--- config.mk ---
export PLATFORM = sky130hd
export DESIGN_NAME = sync_fifo_flags
export DESIGN_NICKNAME = d
export VERILOG_FILES = /design/src/rtl/sync_fifo_flags.sv
export SDC_FILE = /design/constraint.sdc
export NUM_CORES = 1
export LEC_CHECK = 0
export ABC_CLOCK_PERIOD_IN_PS = 2400
export BUFFER_PORTS_ARGS = -buffer_cell sky130_fd_sc_hd__buf_2
export CAP_MARGIN = 0
export CORE_MARGIN = 2
export CORE_UTILIZATION = 29
export CTS_BUF_LIST = sky130_fd_sc_hd__clkbuf_8
export DETAILED_ROUTE_END_ITERATION = 8
export GPL_TIMING_DRIVEN = 1
export PLACE_DENSITY = 0.48
export RECOVER_POWER = 50
export SYNTH_ARGS = -nofsm -noshare
export SYNTH_HDL_FRONTEND = slang
export SYNTH_SLANG_ARGS = --single-unit
--- constraint.sdc ---
create_clock -name clk -period 2.4 [get_ports clk]
set_input_delay 0.36 -clock clk [delete_from_list [all_inputs] [get_ports clk]]
set_output_delay 0.36 -clock clk [all_outputs]
set_load 0.05 [all_outputs]
--- src/rtl/sync_fifo_flags.sv ---
// Single-clock FIFO with occupancy count, almost-full/almost-empty thresholds,
// sticky overflow/underflow flags and a selectable registered or fall-through read port.
module sync_fifo_flags #(
  parameter int unsigned ADD      = 3,
  parameter int unsigned DATA     = 8,
  parameter int unsigned AF_LEVEL = 6,
  parameter int unsigned AE_LEVEL = 2,
  parameter bit          FWFT     = 1'b0
) (
  input  logic            clk,
  input  logic            rst,
  input  logic            w_en,
  input  logic [DATA-1:0] wdata,
  input  logic            r_en,
  output logic [DATA-1:0] rdata,
  output logic            rvalid,
  output logic            full,
  output logic            empty,
  output logic            almost_full,
  output logic            almost_empty,
  output logic [ADD:0]    count,
  output logic            overflow,
  output logic            underflow
);

  localparam int unsigned DEPTH = 1 << ADD;

  localparam logic [ADD:0] CntOne   = (ADD+1)'(1);
  localparam logic [ADD:0] CntDepth = (ADD+1)'(DEPTH);
  localparam logic [ADD:0] CntAf    = (ADD+1)'(AF_LEVEL);
  localparam logic [ADD:0] CntAe    = (ADD+1)'(AE_LEVEL);

  logic [DATA-1:0] mem [DEPTH];

  logic [ADD:0] wptr_q, wptr_d;
  logic [ADD:0] rptr_q, rptr_d;
  logic [ADD:0] count_q, count_d;
  logic         full_q, full_d;
  logic         empty_q, empty_d;
  logic         afull_q, afull_d;
  logic         aempty_q, aempty_d;
  logic         overflow_q, overflow_d;
  logic         underflow_q, underflow_d;

  logic wacc;
  logic racc;

  // Acceptance uses this cycle's registered flags, so a simultaneous pop never
  // frees room for a write to a full FIFO (and vice versa for empty).
  assign wacc = w_en && !full_q;
  assign racc = r_en && !empty_q;

  always_comb begin
    wptr_d      = wptr_q;
    rptr_d      = rptr_q;
    count_d     = count_q;
    overflow_d  = overflow_q | (w_en & full_q);
    underflow_d = underflow_q | (r_en & empty_q);

    if (wacc) begin
      wptr_d = wptr_q + CntOne;
    end
    if (racc) begin
      rptr_d = rptr_q + CntOne;
    end

    unique case ({wacc, racc})
      2'b10:   count_d = count_q + CntOne;
      2'b01:   count_d = count_q - CntOne;
      default: count_d = count_q;
    endcase

    full_d   = (count_d == CntDepth);
    empty_d  = (count_d == '0);
    afull_d  = (count_d >= CntAf);
    aempty_d = (count_d <= CntAe);
  end

  always_ff @(posedge clk) begin
    if (rst) begin
      wptr_q      <= '0;
      rptr_q      <= '0;
      count_q     <= '0;
      full_q      <= 1'b0;
      empty_q     <= 1'b1;
      afull_q     <= 1'b0;
      aempty_q    <= 1'b1;
      overflow_q  <= 1'b0;
      underflow_q <= 1'b0;
    end else begin
      wptr_q      <= wptr_d;
      rptr_q      <= rptr_d;
      count_q     <= count_d;
      full_q      <= full_d;
      empty_q     <= empty_d;
      afull_q     <= afull_d;
      aempty_q    <= aempty_d;
      overflow_q  <= overflow_d;
      underflow_q <= underflow_d;
    end
  end

  // Storage is deliberately not reset; the reset cycle still blocks writes.
  always_ff @(posedge clk) begin
    if (!rst && wacc) begin
      mem[wptr_q[ADD-1:0]] <= wdata;
    end
  end

  if (FWFT) begin : g_fwft
    assign rdata  = mem[rptr_q[ADD-1:0]];
    assign rvalid = !empty_q;
  end else begin : g_reg_read
    logic [DATA-1:0] rdata_q;
    logic            rvalid_q;

    always_ff @(posedge clk) begin
      if (rst) begin
        rdata_q  <= '0;
        rvalid_q <= 1'b0;
      end else begin
        rvalid_q <= racc;
        if (racc) begin
          rdata_q <= mem[rptr_q[ADD-1:0]];
        end
      end
    end

    assign rdata  = rdata_q;
    assign rvalid = rvalid_q;
  end

  assign count        = count_q;
  assign full         = full_q;
  assign empty        = empty_q;
  assign almost_full  = afull_q;
  assign almost_empty = aempty_q;
  assign overflow     = overflow_q;
  assign underflow    = underflow_q;

endmodule

==> metrics.md, run 1 <==
| Metric | Value |
|---|---|
| # setup viols final | 0 |
| Cell Count, Final, Fillers Out | about 410 |
| Drt first pass iters | 4 |
| Post-route ant nets | 0 |
| Top Family by Delay on Critical Path | simple AND/OR/NAND/NOR gates |
| Nets | 276 |
| Final WL | around 7000 um |
| Clk sinks | 89 |
| Vias | around 1900 |
| Crit path buffers/inverters | 1 |
| Worst EP required | 2.71 ns |
| Instance count of the mapped netlist | between 200 and 250 |
| CTS tree | done |
| Leak pwr | approximately 1.3 nW |
| Register bit total from synthesis | between 80 and 90 |
| Hold crit path type | input port to register |
| Initial Util | 0.294 |
| Worst Skew | ~0.0097 ns |
| Max_slew headroom | 0.350 |
| H-tree Lvls | 3 |
| Mapped Nets | between 200 and 250 |
| Worst Setup End Kind | register |
| PwrDens | a little under 900 nW/um2 |
| Drc violations | 0 |
| Worst-path clk slew | 0.10 ns |
| Final Critical Period | approximately 2.2 ns |
| Routability cong. | roughly 0.75 |
| Hold Buf Count CTS | 0 |
| Final period util | 0.902 |
| Root buf cell | clkbuf_8 |
| Final Max Tran Viols | 0 |
| Reg2reg end | full |
| Synth warnings | 0 |
| Worst Hold Path EP | overflow |
| Sequential fraction of the synthesis area | 0.691 |
| Congestion Overflow GR | 0 |
| Gates resized, CTS repair | 0 |
| Total CTS buffers | 9 |
| Register-to-register path setup slack | around 0.23 ns |
| Maxcap violations | 0 |
| Die Y-Extent | roughly 110 um |
| RSZ-0062 raised after global routing | false |
| Avg Cell Area, Syn | 16.2 um2 |
| Largest net degree at the start of global routing | 27 |
| Rows | 40 |
| First-pass GRT wire length | 10700 um |
| Share of cells above drive strength 1 | 0.242 |
| Num ports | 31 |
| Initial antenna violation count | 1 |
| Highest ir drop seen on vdd | about 280 uV |
| Netlist cell types | 42 |
| Synth-to-layout area growth | 15.7% |
| Placed Cells incl. Taps | slightly below 400 |
| Cell Area, Synth | between 3000 and 4000 um2 |
| Die area | around 13000 um2 |
| Crit-path max FO | 6 |
| WL per Instance | 16.9 um |
| Horiz. Die Dim | about 110 um |
| Worst r2r src | full |
| Fmax | about 0.46 GHz |
| Core box area | 11900 um2 |
| Hold Path Depth | 3 |
| Vias in the first global route | between 1500 and 2000 |
| DRT iter0 DRCs | 68 |
| Latest clock arrival within the worst-skew pair | ~0.36 ns |
| Final Hold Fails | 0 |
| Outcome | complete, no violations |
| Worst Reg-to-Reg Cells | 8 |
| Slowest CP cell | a221oi_2 |
| Kind of critical path | register to register |
| Port Buffer Count | 30 |
| Worst Path Arrival | about 2.5 ns |
| Setup TNS | 0 ns |
| Fillers | 1170 |
| GR Util All Layers | 0.114 |
| Slew at the pin closest to its max-slew limit | between 0.9 and 1 ns |
| CP peak stage delay | ~0.35 ns |
| Via/cell ratio | around 4.6 |
| CP cell instances | nor2b_1 > inv_4 > ha_1 > and4b_1 > o21ai_1 > a221oi_2 > xor2_1 > and4_1 |
| Crit path launch type | register |
| Hold Path Origin | w_en |
| Post-CTS Setup Bufs | 0 |
| Clock Path Buffers | 2 |
| Post-DP HPWL | 4350 um |
## worst reg2reg max path, stage by stage, from the launching register on
cell and delay, ns:
dfxtp_1 0.33, nor2b_1 0.25, inv_4 0.09, ha_1 0.26, and4b_1 0.28, o21ai_1 0.09, a221oi_2 0.35, xor2_1 0.26
and4_1 0.21
## cells in the final DEF (no fill, tap or decap), types with 6 or more instances in the layout
cell type and n:
edfxtp_1 64, dfxtp_1 25, clkbuf_1 24, nor2_1 18
mux4_2 16, nand2_1 12, buf_4 11, mux2i_1 9
clkbuf_8 9, a211oi_1 8, buf_2 8, a21oi_1 6
## area by class of cell
| cell class | instances | area (um2) | area share |
|---|---|---|---|
| inverter | 4 | 17.5 | 0.00432 |
| antenna | 1 | 2.50 | 0.000617 |
| tap | 147 | 184 | 0.0454 |
| multi-input combinational | 112 | 1030 | 0.255 |
| sequential | 89 | 2420 | 0.597 |
| timing repair buffer | 44 | 218 | 0.0537 |
| clock buffer | 9 | 124 | 0.0305 |
| clock inverter | 7 | 55.1 | 0.0136 |
## cells by family (layout without fill, tap and decap cells)
logic type,Yosys count,count (layout),synth area share
compound gates,25,25,0.0525
xor+xnor,6,6,0.0150
fa+ha+maj,4,4,0.0143
buf+inv,16,64,0.0218
flops,89,89,0.691
mux,26,26,0.132
other cells,0,1,0
simple gates,51,51,0.0739
## metrics by stage
stage                     power, mW  worst slack (ns)  utilization  hold WS [ns]  cell area [um2]
after floorplan                2.46           0.00335            -         0.459             3510
after global placement         2.66             0.114        0.328         0.444             3910
after detailed placement       2.66            0.0778        0.328         0.460             3910
after CTS                      3.61             0.207        0.343         0.212             4090
after global routing           3.71            0.0456        0.340         0.247             4050
final                          3.54             0.235        0.340         0.230             4060
## routing by layer
| metal | GRT usage | up-vias | routed length, um |
|---|---|---|---|
| li1 | - | 926 | - |
| met1 | 0.149 | 936 | 3240 |
| met2 | 0.177 | 31 | 3330 |
| met3 | 0.0319 | 9 | 292 |
| met4 | 0.0537 | 0 | 121 |
| met5 | 0 | - | 0 |
## sequential cells by signal (all words and copies together) (netlist names)
signal        cells
wptr_q            3
rvalid            1
empty             1
underflow         1
mem              64
almost_empty      1
rptr_q            3
almost_full       1
rdata             8
full              1
count             4
overflow          1
## worst max-delay path by stage
stage / startpoint / endpoint / slack [ns] / cells after the start
finish: full / full / 0.23 / 8
global route: full / mem[7][5] / 0.05 / 4
floorplan: full / almost_full / 0.003 / 11
global placement: w_en / full / 0.11 / 9
CTS: full / full / 0.21 / 8
detailed placement: w_en / full / 0.08 / 9
## power breakdown
group / internal [mW] / switching (mW) / total, mW
clock network: 0.387 / 0.556 / 0.942
registers: 1.74 / 0.0617 / 1.80
logic: 0.266 / 0.528 / 0.793
total: 2.39 / 1.14 / 3.54
## cells in the mapped netlist, drive strengths merged
cell type   n  share of area
edfxtp     64           0.55
dfxtp      25           0.14
nor2       18          0.019
mux4       16           0.10
nand2      12          0.013
mux2i       9          0.026
a211oi      8          0.017
a21oi       7          0.011
buf         6          0.010
clkbuf      6         0.0064
ha          4          0.014
inv         4         0.0050
nor3        4         0.0057
nor2b       3         0.0054
xnor2       3         0.0075
xor2        3         0.0075
a221oi      2         0.0068
nand2b      2         0.0057
nand3       2         0.0029
nor3b       2         0.0043
nor4        2         0.0036
nor4b       2         0.0050
a21boi      1         0.0032
a22o        1         0.0025
a31o        1         0.0025
a31oi       1         0.0018
and4        1         0.0025
and4b       1         0.0029
mux2        1         0.0032
o211ai      1         0.0021
o21ai       1         0.0014
o22ai       1         0.0018
o31ai       1         0.0021
or3         1         0.0018
or4         1         0.0021
(Power assumes the default switching activity.)
==> run 2: changes to the inputs <==
Settings changed: CELL_PAD_IN_SITES_DETAIL_PLACEMENT from default to 2, CELL_PAD_IN_SITES_GLOBAL_PLACEMENT from default to 2, PLACE_DENSITY 0.48 to 0.61, SLEW_MARGIN from default to 5.
==> run 2 against run 1 <==
Compared with the run above:
- clock skew is 0.00078 ns lower
- setup slack worse by 0.063 ns
- cell count decreased by 0.24%
- final area fell by 0.12%
- die area is the same
- maximum frequency shrank 2.8%
- combinational power grew 2.8%
- first-iteration DRC count up 28%
- power increased by 2.2%
- core utilization barely moved
==> metrics.md, run 2 (synthesis gave the netlist of run 1 again) <==
| Metric | Value |
|---|---|
| Horiz. Die Dim | around 110 um |
| First-pass GRT wire length | 12500 um |
| Nets | roughly 280 |
| Post-route ant nets | 0 |
| Hold Path Depth | 3 |
| H-tree Lvls | 3 |
| Largest net degree at the start of global routing | 27 |
| Hold Buf Count CTS | 0 |
| Met2 WL | 3960 um |
| Crit path launch type | register |
| Congestion Overflow GR | 0 |
| Slowest CP cell | a221oi_2 |
| Routability cong. | 0.749 |
| Initial antenna violation count | 0 |
| # setup viols final | 0 |
| Post-CTS Setup Bufs | 0 |
| Slew at the pin closest to its max-slew limit | between 0.9 and 1 ns |
| Kind of critical path | register to register |
| Latest clock arrival within the worst-skew pair | approximately 0.37 ns |
| Max reg flops | 64 |
| Outcome | complete, no violations |
| Met3 wire length | between 200 and 300 um |
| WL per Instance | between 15 and 20 um |
| Worst Reg-to-Reg Cells | 8 |
| Post-DP HPWL | roughly 5500 um |
| Worst Skew | 0.00893 ns |
| Most common cell after layout, fill and taps aside | edfxtp_1 |
| Finished Core Util | 0.340 |
| Drt first pass iters | 6 |
| Final period util | 0.928 |
| Rows | 40 |
| Gates resized, CTS repair | 0 |
| Placed Cells incl. Taps | around 400 |
| Hold Path Origin | w_en |
| Worst EP required | 2.71 ns |
| # diodes | 0 |
| PwrDens | 892 nW/um2 |
| Setup TNS | 0 ns |
| Core box area | ~12000 um2 |
| Post-route cell area | 4050 um2 |
| Total CTS buffers | 9 |
| GR Util All Layers | 0.132 |
| Share of cells above drive strength 1 | 0.230 |
| Worst path depth | 8 |
| Synth-to-layout area growth | 15.5% |
| CP peak stage delay | ~0.36 ns |
| Worst Setup End Kind | register |
| Final WL | ~8000 um |
| Leading cell types in the layout, fill and taps excluded | edfxtp_1 (64), dfxtp_1 (25), clkbuf_1 (25) |
| CP cell instances | nor2b_1 > inv_4 > ha_1 > and4b_1 > o21ai_1 > a221oi_2 > xor2_1 > and4_1 |
| Crit path buffers/inverters | 1 |
| RSZ-0062 raised after global routing | false |
| Final Critical Period | between 2 and 2.5 ns |
| Die Y-Extent | 114 um |
| Placed instance area | about 3900 um2 |
| Initial Util | 0.294 |
| CP Launch Point | full |
| Worst Path Arrival | about 2.5 ns |
| Clk sinks | 89 |
| Num ports | 31 |
| Worst-path clk slew | approximately 0.09 ns |
| Cell Count, Final, Fillers Out | approximately 400 |
| Die area | between 10000 and 15000 um2 |
| Drc violations | 0 |
| Overall power | 3.61 mW |
| Vias in the first global route | 2168 |
| Leak pwr | between 1 and 1.5 nW |
| Top layer in use | met4 |
| Fmax | 0.449 GHz |
| DRT iter0 DRCs | just under 90 |
| Max_slew headroom | 0.342 |
| Metal-1 WL | between 3000 and 4000 um |
| Final Max Tran Viols | 0 |
| Final Hold Fails | 0 |
| Hold crit path type | input port to register |
| Root buf cell | clkbuf_8 |
| Port Buffer Count | 30 |
| Highest ir drop seen on vdd | about 330 uV |
| Worst r2r src | full |
| Vias | roughly 2000 |
| Maxcap violations | 0 |
| Top Family by Delay on Critical Path | simple AND/OR/NAND/NOR gates |
| CTS tree | done |
| Via/cell ratio | approximately 4.9 |
| Clock Path Buffers | 2 |
| Crit-path max FO | 6 |
[run 2: final timing paths]
check                    to  slack, ns
setup / recovery       full       0.17
hold / removal     overflow       0.24
setup reg to reg       full       0.17
hold reg to reg   underflow       0.48
[run 2: power breakdown]
part | switching (mW) | leakage [nW] | internal [mW]
registers | 0.0645 | 0.783 | 1.74
logic | 0.547 | 0.425 | 0.268
clock network | 0.591 | 0.0922 | 0.405
[run 2: tightest hold or removal path: stages]
cell and delay, ns:
buf_2 0.08, a21oi_1 0.05, nor2_1 0.07
[run 2: area by class of cell]
cell class              instances  area (um2)
clock buffers                   9         124
well taps                     147         184
clock inverters                 7        66.3
multi-input cells             112        1020
inverters                       4        17.5
repair buffers                 44         216
flip-flops and latches         89        2420
fillers                      1225        7860
[run 2: stage by stage]
stage	hold WS (ns)	setup WS, ns
2_1_floorplan	0.459	0.00335
6_report	0.236	0.172
3_3_place_gp	0.443	0.0933
3_5_place_dp	0.463	0.0285
5_1_grt	0.256	0.0265
4_1_cts	0.225	0.150
[run 2: routing by layer]
layer,vias up,global-route usage
met5,-,0
met3,4,0.0409
met4,0,0.0317
li1,924,-
met1,1042,0.170
met2,36,0.217
==> run 3: changes to the inputs <==
Settings changed: ABC_CLOCK_PERIOD_IN_PS 2400 to 2500, PLACE_DENSITY 0.61 to 0.58.
Clock period 2.4 ns to 2.5 ns, I/O delays scaled along.
==> run 3 against run 2 <==
Compared with the run above:
- first-iteration DRC count is 32% lower
- clock power is 4.9% lower
- sequential cell count stayed put
- cell count is 0.49% lower
- register-to-register slack better by 0.12 ns
- via count is 2.1% lower
- global-route usage is 0.17 points lower
- sequential power is 4% lower
- clock-buffer cell count stayed put
- power is 4.4% lower
- sequential share of layout area hardly changed
- die area stayed put
- largest cell class unchanged
- largest power group unchanged
==> metrics.md, run 3 (synthesis gave the netlist of run 1 again) <==
| Metric | Value |
|---|---|
| Outcome | complete, no violations |
| Clock Path Buffers | 2 |
| CP cell instances | nand2b_4 > inv_1 > nand2_1 > xnor2_1 > ha_1 > a21oi_1 > a21boi_2 > or4_1 > a21oi_2 > a22o_1 |
| CP peak stage delay | about 0.49 ns |
| Core box area | 11900 um2 |
| Worst Reg-to-Reg Cells | 10 |
| Worst Setup End Kind | register |
| GR Util All Layers | 0.130 |
| Final Hold Fails | 0 |
| Hold crit path type | input port to register |
| Hold Path Origin | w_en |
| Final Max Tran Viols | 0 |
| Post-CTS Setup Bufs | 0 |
| Final period util | 0.884 |
| # diodes | 0 |
| Setup TNS | 0 ns |
| Most common cell after layout, fill and taps aside | edfxtp_1 |
| Worst Path Arrival | ~2.5 ns |
| Rows | 40 |
| Slowest CP cell | or4_1 |
| Kind of critical path | register to register |
| Hold Path Depth | 3 |
| Post-DP HPWL | around 5100 um |
| H-tree Lvls | 3 |
| Register-to-register path setup slack | ~0.29 ns |
| Max reg flops | between 60 and 70 |
| Latest clock arrival within the worst-skew pair | ~0.37 ns |
| Crit path launch type | register |
| Nets | roughly 280 |
| Worst-path clk slew | roughly 0.08 ns |
| Worst Hold Path EP | overflow |
| Via/cell ratio | 4.79 |
| Reg2reg end | almost_full |
| Fmax | roughly 0.45 GHz |
| Finished Core Util | 0.340 |
| Drc violations | 0 |
| Vias | ~2000 |
| Drt first pass iters | 4 |
| Die area | 13000 um2 |
| Maxcap violations | 0 |
| RSZ-0062 raised after global routing | false |
| Synth-to-layout area growth | 15.6% |
| CTS tree | done |
| Crit-path max FO | 6 |
| Max_slew headroom | 0.397 |
| Share of cells above drive strength 1 | 0.228 |
| Horiz. Die Dim | around 110 um |
| DRT iter0 DRCs | around 60 |
| Top Family by Delay on Critical Path | simple AND/OR/NAND/NOR gates |
| Port Buffer Count | 30 |
| Routability cong. | ~0.73 |
| PwrDens | around 850 nW/um2 |
| Overall power | about 3.5 mW |
| Hold WS | 0.258 ns |
| Num ports | 31 |
| Vias in the first global route | ~2100 |
| Post-route ant nets | 0 |
| WL per Instance | between 15 and 20 um |
| Cell Count, Final, Fillers Out | 410 |
| Initial antenna violation count | 0 |
| Leading cell types in the layout, fill and taps excluded | edfxtp_1 (64), dfxtp_1 (25), clkbuf_1 (23) |
| Largest net degree at the start of global routing | 27 |
| Worst r2r src | empty |
| First-pass GRT wire length | ~12000 um |
| Final Critical Period | between 2 and 2.5 ns |
| Gates resized, CTS repair | 0 |
| Die Y-Extent | about 110 um |
| Slew at the pin closest to its max-slew limit | between 0.9 and 1 ns |
| # setup viols final | 0 |
| Total CTS buffers | 9 |
| Root buf cell | clkbuf_8 |
| Hold Buf Count CTS | 0 |
| Congestion Overflow GR | 0 |
| Placed Cells incl. Taps | about 400 |
| Highest ir drop seen on vdd | 374 uV |
| Worst EP required | roughly 2.8 ns |
| Final WL | 7700 um |
| Initial Util | 0.294 |
| Worst Skew | 0.00688 ns |
| Crit path buffers/inverters | 1 |
| Clk sinks | 89 |
| Leak pwr | about 1.3 nW |
[run 3: cell types whose count changed in the layout (fill, tap and decap cells not counted), moves of 2 or more]
cell	change
clkbuf_1	-2
clkinv_1	+2
inv_8	-3
nor4_1	-2
nor4_2	+2
[run 3: cell type report]
type,instances,area (um2)
Clock inverter,6,58.8
Clock buffer,9,124
Sequential cell,89,2420
Inverter,4,17.5
Tap cell,147,184
Fill cell,1244,7860
Timing Repair Buffer,43,214
Multi-Input combinational cell,112,1030
[run 3: worst max-delay path by stage]
stage           from           to  cells after the start
2_1_floorplan  empty  almost_full                     11
3_3_place_gp    w_en         full                      9
3_5_place_dp    w_en         full                      9
4_1_cts         full         full                      8
5_1_grt        empty  almost_full                     10
6_report       empty  almost_full                     10
[run 3: report_power, final]
group / switching [mW] / leakage (nW) / internal, mW
Clock: 0.497 / 0.0867 / 0.450
Sequential: 0.0648 / 0.783 / 1.67
Combinational: 0.523 / 0.431 / 0.254
Total: 1.08 / 1.30 / 2.37
[run 3: layer usage]
| layer | part of all wire | track usage |
|---|---|---|
| met5 | 0 | 0 |
| met1 | 0.48 | 0.173 |
| met3 | 0.038 | 0.0462 |
| met4 | 0.011 | 0.0463 |
| met2 | 0.47 | 0.198 |
[run 3: through the flow]
stage	worst slack (ns)	instance area, um2
after floorplan	0.0594	3510
after global placement	0.177	3910
after detailed placement	0.154	3910
after CTS	0.282	4090
after global routing	0.0541	4050
final	0.290	4050
[run 3: worst min-delay path: cells and delay by family]
kind | cells | cell delay [ns]
buffers and inverters | 1 | 0.09
and+or+nand+nor | 1 | 0.07
AOI/OAI and AO/OA | 1 | 0.05
